`config.mk`:
```
export PLATFORM = sky130hd
export DESIGN_NAME = nx_indirect_access_initiator
export DESIGN_NICKNAME = d
export VERILOG_FILES = /design/src/rtl/nx_indirect_access_initiator_pkg.sv /design/src/rtl/nx_indirect_access_initiator_wait_timer.sv /design/src/rtl/nx_indirect_access_initiator.sv
export SDC_FILE = /design/constraint.sdc
export NUM_CORES = 1
export LEC_CHECK = 0
export BUFFER_PORTS_ARGS = -buffer_cell sky130_fd_sc_hd__buf_2
export CORE_UTILIZATION = 25
export DETAILED_ROUTE_END_ITERATION = 8
export GPL_TIMING_DRIVEN = 1
export HOLD_SLACK_MARGIN = 0.06
export SYNTH_ARGS = -nofsm -noshare
export SYNTH_HDL_FRONTEND = slang
export SYNTH_HIERARCHICAL = 1
export SYNTH_SLANG_ARGS = --single-unit
```
`constraint.sdc`:
```
create_clock -name clk -period 6.4 [get_ports clk]
set_input_delay 1.28 -clock clk [delete_from_list [all_inputs] [get_ports clk]]
set_output_delay 1.28 -clock clk [all_outputs]
set_load 0.05 [all_outputs]
```
`src/rtl/nx_indirect_access_initiator_pkg.sv`:
```
// Shared encodings for the indirect-access initiator: FSM states, opcodes,
// status codes and register field positions.
package nx_ia_initiator_pkg;

  typedef enum logic [3:0] {
    ST_IDLE      = 4'd0,
    ST_WR_DATA   = 4'd1,
    ST_WR_CMND   = 4'd2,
    ST_POLL_RD   = 4'd3,
    ST_POLL_WAIT = 4'd4,
    ST_GAP       = 4'd5,
    ST_DATA_RD   = 4'd6,
    ST_DATA_WAIT = 4'd7,
    ST_RESP      = 4'd8
  } ia_state_e;

  localparam logic [3:0] OP_READ  = 4'h1;
  localparam logic [3:0] OP_WRITE = 4'h2;

  // Must stay aligned with the codes driven by nx_indirect_access_cntrl.
  localparam logic [2:0] STAT_OK   = 3'd0;
  localparam logic [2:0] STAT_BUSY = 3'd1;
  localparam logic [2:0] STAT_WDOG = 3'd7;

  localparam int CMD_OP_LSB    = 28;
  localparam int STAT_CODE_LSB = 29;
  localparam int GAP_W         = 4;

  function automatic logic [2:0] stat_code(input logic [31:0] word);
    return word[STAT_CODE_LSB +: 3];
  endfunction

endpackage

```
`src/rtl/nx_indirect_access_initiator_wait_timer.sv`:
```
// Poll counter, inter-poll gap counter and ack watchdog used by the
// indirect-access initiator FSM.
module nx_ia_wait_timer
  import nx_ia_initiator_pkg::*;
#(
  parameter int N_TIMEOUT_BITS = 8,
  parameter int POLL_GAP       = 2
) (
  input  logic clk,
  input  logic rst,
  input  logic poll_clr,
  input  logic poll_inc,
  input  logic gap_load,
  input  logic wd_clr,
  input  logic wd_run,
  output logic poll_at_max,
  output logic gap_done,
  output logic wd_expired
);

  localparam logic [N_TIMEOUT_BITS-1:0] ALL_ONES = '1;
  localparam logic [N_TIMEOUT_BITS-1:0] WD_START = N_TIMEOUT_BITS'(1);
  localparam logic [GAP_W-1:0] GAP_RELOAD =
    (POLL_GAP == 0) ? '0 : GAP_W'(POLL_GAP - 1);

  logic [N_TIMEOUT_BITS-1:0] poll_cnt;
  logic [N_TIMEOUT_BITS-1:0] wd_cnt;
  logic [GAP_W-1:0]          gap_cnt;

  always_ff @(posedge clk or posedge rst) begin
    if (rst) begin
      poll_cnt <= '0;
    end else if (poll_clr) begin
      poll_cnt <= '0;
    end else if (poll_inc) begin
      poll_cnt <= poll_cnt + 1'b1;
    end
  end

  always_ff @(posedge clk or posedge rst) begin
    if (rst) begin
      gap_cnt <= '0;
    end else if (gap_load) begin
      gap_cnt <= GAP_RELOAD;
    end else if (gap_cnt != '0) begin
      gap_cnt <= gap_cnt - 1'b1;
    end
  end

  // The watchdog restarts at 1 so the count equals the number of wait
  // cycles seen so far; it saturates at all-ones.
  always_ff @(posedge clk or posedge rst) begin
    if (rst) begin
      wd_cnt <= '0;
    end else if (wd_clr) begin
      wd_cnt <= WD_START;
    end else if (wd_run && (wd_cnt != ALL_ONES)) begin
      wd_cnt <= wd_cnt + 1'b1;
    end
  end

  assign poll_at_max = (poll_cnt == ALL_ONES);
  assign gap_done    = (gap_cnt == '0);
  assign wd_expired  = (wd_cnt == ALL_ONES);

endmodule

```
`src/rtl/nx_indirect_access_initiator.sv`:
```
// Hardware initiator for the indirect-access register protocol: writes data
// and command registers, polls status, fetches read data, returns a response.
module nx_indirect_access_initiator
  import nx_ia_initiator_pkg::*;
#(
  parameter int unsigned CMND_ADDRESS = 0,
  parameter int unsigned STAT_ADDRESS = 0,
  parameter int unsigned DATA_ADDRESS = 0,
  parameter int N_REG_ADDR_BITS = 16,
  parameter int N_ADDR_BITS     = 10,
  parameter int N_DATA_BITS     = 32,
  parameter int N_TIMEOUT_BITS  = 8,
  parameter int POLL_GAP        = 2
) (
  input  logic                       clk,
  input  logic                       rst,
  input  logic                       req_valid,
  output logic                       req_ready,
  input  logic [3:0]                 req_op,
  input  logic [N_ADDR_BITS-1:0]     req_addr,
  input  logic [N_DATA_BITS-1:0]     req_wdat,
  output logic                       rsp_valid,
  input  logic                       rsp_ready,
  output logic [2:0]                 rsp_code,
  output logic [N_DATA_BITS-1:0]     rsp_rdat,
  output logic                       rsp_timeout,
  output logic [N_REG_ADDR_BITS-1:0] reg_addr,
  output logic                       reg_wr_stb,
  output logic [31:0]                reg_wr_dat,
  output logic                       reg_rd_stb,
  input  logic                       reg_rd_ack,
  input  logic [31:0]                reg_rd_dat,
  output logic [3:0]                 dbg_state
);

  // Handshakes: a transfer happens on a rising edge where valid && ready.
  // valid never depends on ready; once raised, valid and payload hold until
  // the transfer edge.

  localparam logic [N_REG_ADDR_BITS-1:0] CMND_A = N_REG_ADDR_BITS'(CMND_ADDRESS);
  localparam logic [N_REG_ADDR_BITS-1:0] STAT_A = N_REG_ADDR_BITS'(STAT_ADDRESS);
  localparam logic [N_REG_ADDR_BITS-1:0] DATA_A = N_REG_ADDR_BITS'(DATA_ADDRESS);

  ia_state_e state_q, state_d;

  logic                       alive_q;
  logic [3:0]                 op_q;
  logic [N_ADDR_BITS-1:0]     addr_q;
  logic [N_DATA_BITS-1:0]     wdat_q;
  logic [2:0]                 code_q;
  logic [N_DATA_BITS-1:0]     rdat_q;
  logic                       to_q;
  logic [N_REG_ADDR_BITS-1:0] reg_addr_q, reg_addr_d;

  logic        poll_clr, poll_inc, gap_load, wd_clr, wd_run;
  logic        poll_at_max, gap_done, wd_expired;
  logic [2:0]  ack_code;
  logic [31:0] cmd_word, wdat_ext;
  logic        accept;

  nx_ia_wait_timer #(
    .N_TIMEOUT_BITS (N_TIMEOUT_BITS),
    .POLL_GAP       (POLL_GAP)
  ) u_timer (
    .clk         (clk),
    .rst         (rst),
    .poll_clr    (poll_clr),
    .poll_inc    (poll_inc),
    .gap_load    (gap_load),
    .wd_clr      (wd_clr),
    .wd_run      (wd_run),
    .poll_at_max (poll_at_max),
    .gap_done    (gap_done),
    .wd_expired  (wd_expired)
  );

  assign ack_code = stat_code(reg_rd_dat);

  always_comb begin
    cmd_word = '0;
    cmd_word[CMD_OP_LSB +: 4] = op_q;
    cmd_word[N_ADDR_BITS-1:0] = addr_q;
    wdat_ext = '0;
    wdat_ext[N_DATA_BITS-1:0] = wdat_q;
  end

  always_ff @(posedge clk or posedge rst) begin
    if (rst) state_q <= ST_IDLE;
    else     state_q <= state_d;
  end

  always_comb begin
    state_d    = state_q;
    req_ready  = 1'b0;
    rsp_valid  = 1'b0;
    reg_wr_stb = 1'b0;
    reg_wr_dat = '0;
    reg_rd_stb = 1'b0;
    poll_clr   = 1'b0;
    poll_inc   = 1'b0;
    gap_load   = 1'b0;
    wd_clr     = 1'b0;
    wd_run     = 1'b0;
    accept     = 1'b0;
    case (state_q)
      ST_IDLE: begin
        // alive_q keeps req_ready low until the first edge after reset.
        req_ready = alive_q;
        if (req_valid && alive_q) begin
          accept   = 1'b1;
          poll_clr = 1'b1;
          state_d  = (req_op == OP_WRITE) ? ST_WR_DATA : ST_WR_CMND;
        end
      end
      ST_WR_DATA: begin
        reg_wr_stb = 1'b1;
        reg_wr_dat = wdat_ext;
        state_d    = ST_WR_CMND;
      end
      ST_WR_CMND: begin
        reg_wr_stb = 1'b1;
        reg_wr_dat = cmd_word;
        state_d    = ST_POLL_RD;
      end
      ST_POLL_RD: begin
        reg_rd_stb = 1'b1;
        wd_clr     = 1'b1;
        state_d    = ST_POLL_WAIT;
      end
      ST_POLL_WAIT: begin
        wd_run = 1'b1;
        if (reg_rd_ack) begin
          if (ack_code == STAT_BUSY) begin
            if (poll_at_max) begin
              state_d = ST_RESP;
            end else begin
              poll_inc = 1'b1;
              if (POLL_GAP == 0) begin
                state_d = ST_POLL_RD;
              end else begin
                gap_load = 1'b1;
                state_d  = ST_GAP;
              end
            end
          end else if ((op_q == OP_READ) && (ack_code == STAT_OK)) begin
            state_d = ST_DATA_RD;
          end else begin
            state_d = ST_RESP;
          end
        end else if (wd_expired) begin
          state_d = ST_RESP;
        end
      end
      ST_GAP: begin
        if (gap_done) state_d = ST_POLL_RD;
      end
      ST_DATA_RD: begin
        reg_rd_stb = 1'b1;
        wd_clr     = 1'b1;
        state_d    = ST_DATA_WAIT;
      end
      ST_DATA_WAIT: begin
        wd_run = 1'b1;
        if (reg_rd_ack || wd_expired) state_d = ST_RESP;
      end
      ST_RESP: begin
        rsp_valid = 1'b1;
        if (rsp_ready) state_d = ST_IDLE;
      end
      default: state_d = ST_IDLE;
    endcase
  end

  // reg_addr is registered and only reloaded when entering a strobe state,
  // so it holds its last value between bus accesses.
  always_comb begin
    reg_addr_d = reg_addr_q;
    case (state_d)
      ST_WR_DATA: reg_addr_d = DATA_A;
      ST_WR_CMND: reg_addr_d = CMND_A;
      ST_POLL_RD: reg_addr_d = STAT_A;
      ST_DATA_RD: reg_addr_d = DATA_A;
      default:    reg_addr_d = reg_addr_q;
    endcase
  end

  always_ff @(posedge clk or posedge rst) begin
    if (rst) begin
      alive_q    <= 1'b0;
      op_q       <= '0;
      addr_q     <= '0;
      wdat_q     <= '0;
      code_q     <= '0;
      rdat_q     <= '0;
      to_q       <= 1'b0;
      reg_addr_q <= '0;
    end else begin
      alive_q    <= 1'b1;
      reg_addr_q <= reg_addr_d;
      if (accept) begin
        op_q   <= req_op;
        addr_q <= req_addr;
        wdat_q <= req_wdat;
        code_q <= STAT_OK;
        rdat_q <= '0;
        to_q   <= 1'b0;
      end
      if (state_q == ST_POLL_WAIT) begin
        if (reg_rd_ack) begin
          if (ack_code != STAT_BUSY) begin
            code_q <= ack_code;
          end else if (poll_at_max) begin
            code_q <= STAT_BUSY;
            to_q   <= 1'b1;
          end
        end else if (wd_expired) begin
          code_q <= STAT_WDOG;
          to_q   <= 1'b1;
        end
      end
      if (state_q == ST_DATA_WAIT) begin
        if (reg_rd_ack) begin
          rdat_q <= reg_rd_dat[N_DATA_BITS-1:0];
        end else if (wd_expired) begin
          code_q <= STAT_WDOG;
          to_q   <= 1'b1;
        end
      end
    end
  end

  assign reg_addr    = reg_addr_q;
  assign rsp_code    = code_q;
  assign rsp_rdat    = rdat_q;
  assign rsp_timeout = to_q;
  assign dbg_state   = state_q;

endmodule

```
Word-level counts from Yosys, hierarchy flattened
Index checks and enable logic that the tools add are counted.

word-level totals
  register bits = 107
  logic and storage cells = 99
  output and inout port bits = 92

cells by class
  muxes and demuxes = 50
  equal/unequal tests = 20
  reductions and logical operators = 15
  $add $sub $neg = 3

operators by type and width
  operator                                                            count
  32-bit 2-to-1 mux                                                   3
  32-bit one-hot mux with 2 select lines                              1
  4-bit 2-to-1 mux                                                    11
  4-bit one-hot mux with 9 select lines                               1
  8-bit 2-to-1 mux                                                    4
  3-bit 2-to-1 mux                                                    9
  1-bit 2-to-1 mux                                                    20
  8-bit by 1-bit adder with 8-bit output, second input constant       2
  4-bit by 3-bit == test with 1-bit output, second input constant     4
  8-bit == test, second input constant                                2
  4-bit by 2-bit == test with 1-bit output, second input constant     3
  4-bit by 1-bit == test with 1-bit output, second input constant     2
  4-bit logical NOT                                                   2
  2-bit != test, second input constant                                4
  8-bit != test, second input constant                                1
  2-bit nonzero test                                                  3
  2-bit OR reduction                                                  3
  5-bit AND reduction                                                 1
  4-bit == test, second input constant                                1
  4-bit nonzero test                                                  1
  4-bit by 1-bit subtractor with 4-bit output, second input constant  1
  3-bit by 1-bit == test with 1-bit output, second input constant     1
  1-bit logical AND                                                   3
  3-bit logical NOT                                                   1
  other kinds (4)                                                     4

Logic depth before layout (Yosys ltp)
  word-level depth = 11
  gate-level depth with buffers = 10
  gate-level depth less buffers = 9

Modules after synthesis
The synthesis kept the hierarchy.

modules (own cells, without submodules)
  module                        area an instance (um2)  times used  cells an instance
  nx_indirect_access_initiator  4095.2                  1           379
  nx_ia_wait_timer              1077.3                  1           109

Least setup slack after synthesis
OpenSTA, ideal clock, no wires.

  kind = reg-to-output
  start = reg state_q[1], in the netlist dbg_state[1]
  end = out rsp_valid
  setup slack = 2439 ps
  required time = 5120 ps
  arrival = 2681 ps
  cell stages (with the launch flop) = 4
  path through = dfrtp_1 buf_2 clkbuf_8 nor4b_1

between the ends
  word-level cells in the longest chain between the ends = 2

RTL lines
  what                    line                                 source
  from (decl)             nx_indirect_access_initiator.sv:44   ia_state_e state_q, state_d;
  from (signal assigned)  nx_indirect_access_initiator.sv:89   else state_q <= state_d;
  4-bit == test           nx_indirect_access_initiator.sv:105  case (state_q)
  1-bit 2-to-1 mux        nx_indirect_access_initiator.sv:105
  to (decl)               nx_indirect_access_initiator.sv:22   output logic rsp_valid,

Every way passes these cells.

Worst setup path in the final report
  start = reg state_q[1], in the netlist dbg_state[1]
  end = out reg_wr_dat[6]

between the ends
  word-level cells in the longest chain between the ends = 2

RTL lines
  what                                                                                                  line                                 source
  4-bit by 2-bit == test with 1-bit output or 4-bit by 1-bit == test with 1-bit output (tied branches)  nx_indirect_access_initiator.sv:105
  32-bit one-hot mux with 2 select lines (*)                                                            nx_indirect_access_initiator.sv:105
  to (decl)                                                                                             nx_indirect_access_initiator.sv:29   output logic [31:0] reg_wr_dat,

Mark *: on every way between the ends. The rest lies on a longest branch, timed or not.

==> results by group <==
Clocking
  • CTS tree: built
  • Worst skew pair latency: approximately 0.35 ns
  • Post-CTS resize count: 0
  • Hold buffer count at cts: 0
  • TritonCTS Buffers: 9
  • Clock tree buffer depth: 2
  • CTS Root Cell: clkbuf_16
  • Setup Fix Bufs, Post-CTS: 0
  • H-tree depth: 3
  • Reg clk slew, reported paths: 0.07 ns
  • Clock Sinks: ~110

Worst setup path
  • Worst EP arrival: roughly 2.6 ns
  • Top Family by Delay on Critical Path: simple AND/OR/NAND/NOR gates
  • Crit path max fanout: 18
  • Cell Chain, Critical Path: inv_2 -> nor4_4 -> a22o_1 -> buf_2
  • Slowest Stage Delay on Critical Path: slightly above 0.8 ns
  • Critical path origin: dbg_state[1]$_DFFE_PP0P_
  • Crit. End Element: primary output
  • Buf/Inv on CP: 2
  • Crit Path Class: register to primary output
  • Crit path launch type: register
  • Req. time, crit path: between 5 and 6 ns
  • Worst R2R Start: dbg_state[2]$_DFFE_PP0P_
  • Slowest CP cell: nor4_4

Floorplanning
  • Num rows: 52
  • Die Y: 146 um
  • Initial Utilization: 0.256
  • Total die area: about 0.021 mm2
  • Die W: approximately 150 um
  • Core box area: 0.0202 mm2
  • Ports: around 180

Yosys
  • Number of flops mapped to enable cells by yosys: 0
  • Mapped Area: 0.00517 mm2
  • Syn Area/Cell: 10.6 um2
  • Synth warn: 6
  • Post-synthesis sequential area ratio: 0.518
  • Synth Area in XOR/XNOR: 0.0119
  • Netlist cell types: 65
  • Fraction of registers with async set/reset: 1.00
  • Top_reg_cell synth: dfrtp_1
  • Synth Instances: approximately 490
  • Post-Synth Simple-Gate Area: 0.176
  • Synth Area in Adders: 0.00968
  • Post-synthesis compound-gate area fraction: 0.110
  • Post-synthesis sequential element count: around 110
  • Post-synthesis mux area share: 0.110
  • Main combinational cell family by area after synthesis: simple AND/OR/NAND/NOR gates

Drt
  • 1st-pass router iterations: 4
  • Final WL: 12500 um
  • Vias/cell: roughly 4.4
  • DR DRC count: 0
  • Antenna Nets Post-Route: 0
  • DR iter-0 viols: 144
  • Drt wl/cell: 13.9 um
  • Routed via count: between 3000 and 4000

Run
  • Max-Cap Viols: 0

GRT
  • Gr ovfl total: 0
  • Vias in the first global route: between 3000 and 4000
  • First-pass GRT wire length: 20300 um
  • GRT Util Overall: 0.120
  • Largest net degree at the start of global routing: 65
  • Initial antenna violation count: 0

Timing
  • Minimum clock period: roughly 3.9 ns
  • Period utilization: 0.602
  • Max-slew headroom: 0.274
  • Setup TNS: 0 ns
  • Final setup viols: 0
  • RSZ-0062 raised after global routing: false
  • Clock skew: between 0.008 and 0.009 ns
  • Final Max Tran Viols: 0
  • Fmax: 0.259 GHz
  • Worst-Margin Slew: roughly 1.1 ns
  • Final-report hold violation count: 0

Power and ir drop
  • Leakage: between 0.003 and 0.004 uW
  • Maximum VDD drop: 0.000207 V
  • Power Density: between 400 and 500 mW/mm2

Placement
  • Number of port buffers: around 160
  • Dpl cells: between 800 and 900
  • Placed cell area: 0.00612 mm2
  • GP Congestion: around 0.79
  • Hpwl dp: slightly above 9000 um

Cells and area
  • Nets: 716
  • Non-Filler Instances: between 900 and 1000
  • FILL cells: about 2100
  • Layout cell share with drive strength beyond 1: 0.303
  • Syn-to-layout area delta: 23.7%
  • Inserted Diodes: 0
  • Finished Cell Area: about 0.0064 mm2

Worst hold path
  • Hold_sp: wdat_ext[14]$_DFFE_PP0P_
  • Hold Crit Class: register to register

Status
  • Status: complete, no violations
==> final cells by class <==
class	count	area, um2	share of cell area
Inverter	9	35.0	0.00548
Sequential cell	107	2680	0.419
Clock inverter	3	21.3	0.00332
Clock buffer	13	260	0.0407
Tap cell	270	338	0.0528
Timing Repair Buffer	163	828	0.129
Multi-Input combinational cell	339	2240	0.350
==> path summary, 6_finish.rpt <==
| path | cells past startpoint | endpoint | slack [ns] |
|---|---|---|---|
| max in group asynchronous | 3 | addr_q[0]$_DFFE_PP0P_ | 4.30 |
| setup / recovery | 4 | reg_wr_dat[6] | 2.55 |
| min in group asynchronous | 2 | rsp_code[0]$_DFF_PP0_ | 0.92 |
| setup reg to reg | 5 | u_timer/poll_cnt[7]$_DFFE_PP0P_ | 3.56 |
| hold / removal | 1 | wdat_ext[14]$_DFFE_PP0P_ | 0.48 |
| hold reg to reg | 1 | wdat_ext[14]$_DFFE_PP0P_ | 0.48 |
==> Yosys cell counts, types with 2 or more instances <==
cell      count  area, um2
nor4b_1       2       17.5
a211oi_1      4       30.0
o31ai_1       2       15.0
a22o_1       14        123
clkbuf_1      8       30.0
or4b_1        2       20.0
o21ai_1      36        180
or4_1         2       15.0
a22oi_1       2       15.0
xnor2_1       5       43.8
ha_1          4       50.1
nand4_1       5       31.3
a31oi_1       4       25.0
nand3_1       6       30.0
nor4b_2       3       45.0
inv_1         7       26.3
o21ai_0       2       10.0
and2_1       20        125
mux2i_1       5       50.1
buf_4        16        120
or3_1         3       18.8
buf_2        17       85.1
a21oi_1       9       45.0
buf_6         3       33.8
nand2_1      75        282
nor3_1        7       35.0
nor3b_1       2       15.0
nand2b_1      5       31.3
conb_1        2       7.51
and4_1        2       17.5
xor2_1        2       17.5
and3_1        2       12.5
inv_2         2       7.51
mux2_1       46        518
dfrtp_1     107       2680
nor2_1       23       86.3
nor2b_1       4       25.0
==> per-layer routing <==
layer,wire length [um],GRT usage,up-vias
li1,-,-,1947
met5,0,0,-
met4,138,0.0389,0
met2,5870,0.194,106
met1,5750,0.151,1920
met3,769,0.0401,9
==> stage by stage <==
| stage | hold slack (ns) | utilization | setup WS (ns) | power [uW] |
|---|---|---|---|---|
| after global placement | 0.465 | 0.302 | 2.96 | 2530 |
| after floorplan | 0.456 | - | 2.44 | 2220 |
| after detailed placement | 0.473 | 0.302 | 2.90 | 2550 |
| after global routing | 0.504 | 0.316 | 2.32 | 3240 |
| after CTS | 0.489 | 0.316 | 2.51 | 3100 |
| final | 0.484 | 0.316 | 2.55 | 3060 |
==> power by group <==
part	leakage [uW]	switching (uW)	total (uW)	internal [uW]
sequential	0.00137	205	1120	916
combinational	0.00159	959	1400	437
clock	0.000136	251	538	287
total	0.00309	1420	3060	1640
==> layout by cell type (no fill, tap or decap), drive strengths merged, types with 2 or more instances in the layout <==
cell	netlist	routed
a211oi	4	4
a21oi	9	9
a22o	14	14
a22oi	2	2
a31oi	4	4
and2	20	20
and3	2	2
and4	2	2
buf	37	163
clkbuf	11	13
clkinv	0	2
conb	2	17
dfrtp	107	107
ha	4	4
inv	9	9
mux2	46	46
mux2i	5	5
nand2	75	75
nand2b	5	5
nand3	6	6
nand4	6	6
nor2	23	23
nor2b	4	4
nor3	7	7
nor3b	3	3
nor4	2	2
nor4b	5	5
o21ai	39	39
o31ai	3	3
or3	3	3
or4	3	3
or4b	2	2
xnor2	5	5
xor2	2	2
==> sequential cells by signal, indices dropped and copies added (netlist names) <==
register          cells
addr_q               10
alive_q               1
dbg_state             4
op_q                  4
rsp_code              3
rsp_rdat             32
rsp_timeout           1
u_timer/gap_cnt       4
u_timer/poll_cnt      8
u_timer/wd_cnt        8
wdat_ext             32
==> kinds of logic after synthesis <==
kind of cell / count (synthesis)
muxes: 51
buffers and inverters: 57
DFF: 107
and+or+nand+nor: 173
adders and majority gates: 4
AOI/OAI and AO/OA: 87
xor gates and xnor gates: 7
other: 2
No activity file was read; power rests on OpenSTA's default activity.
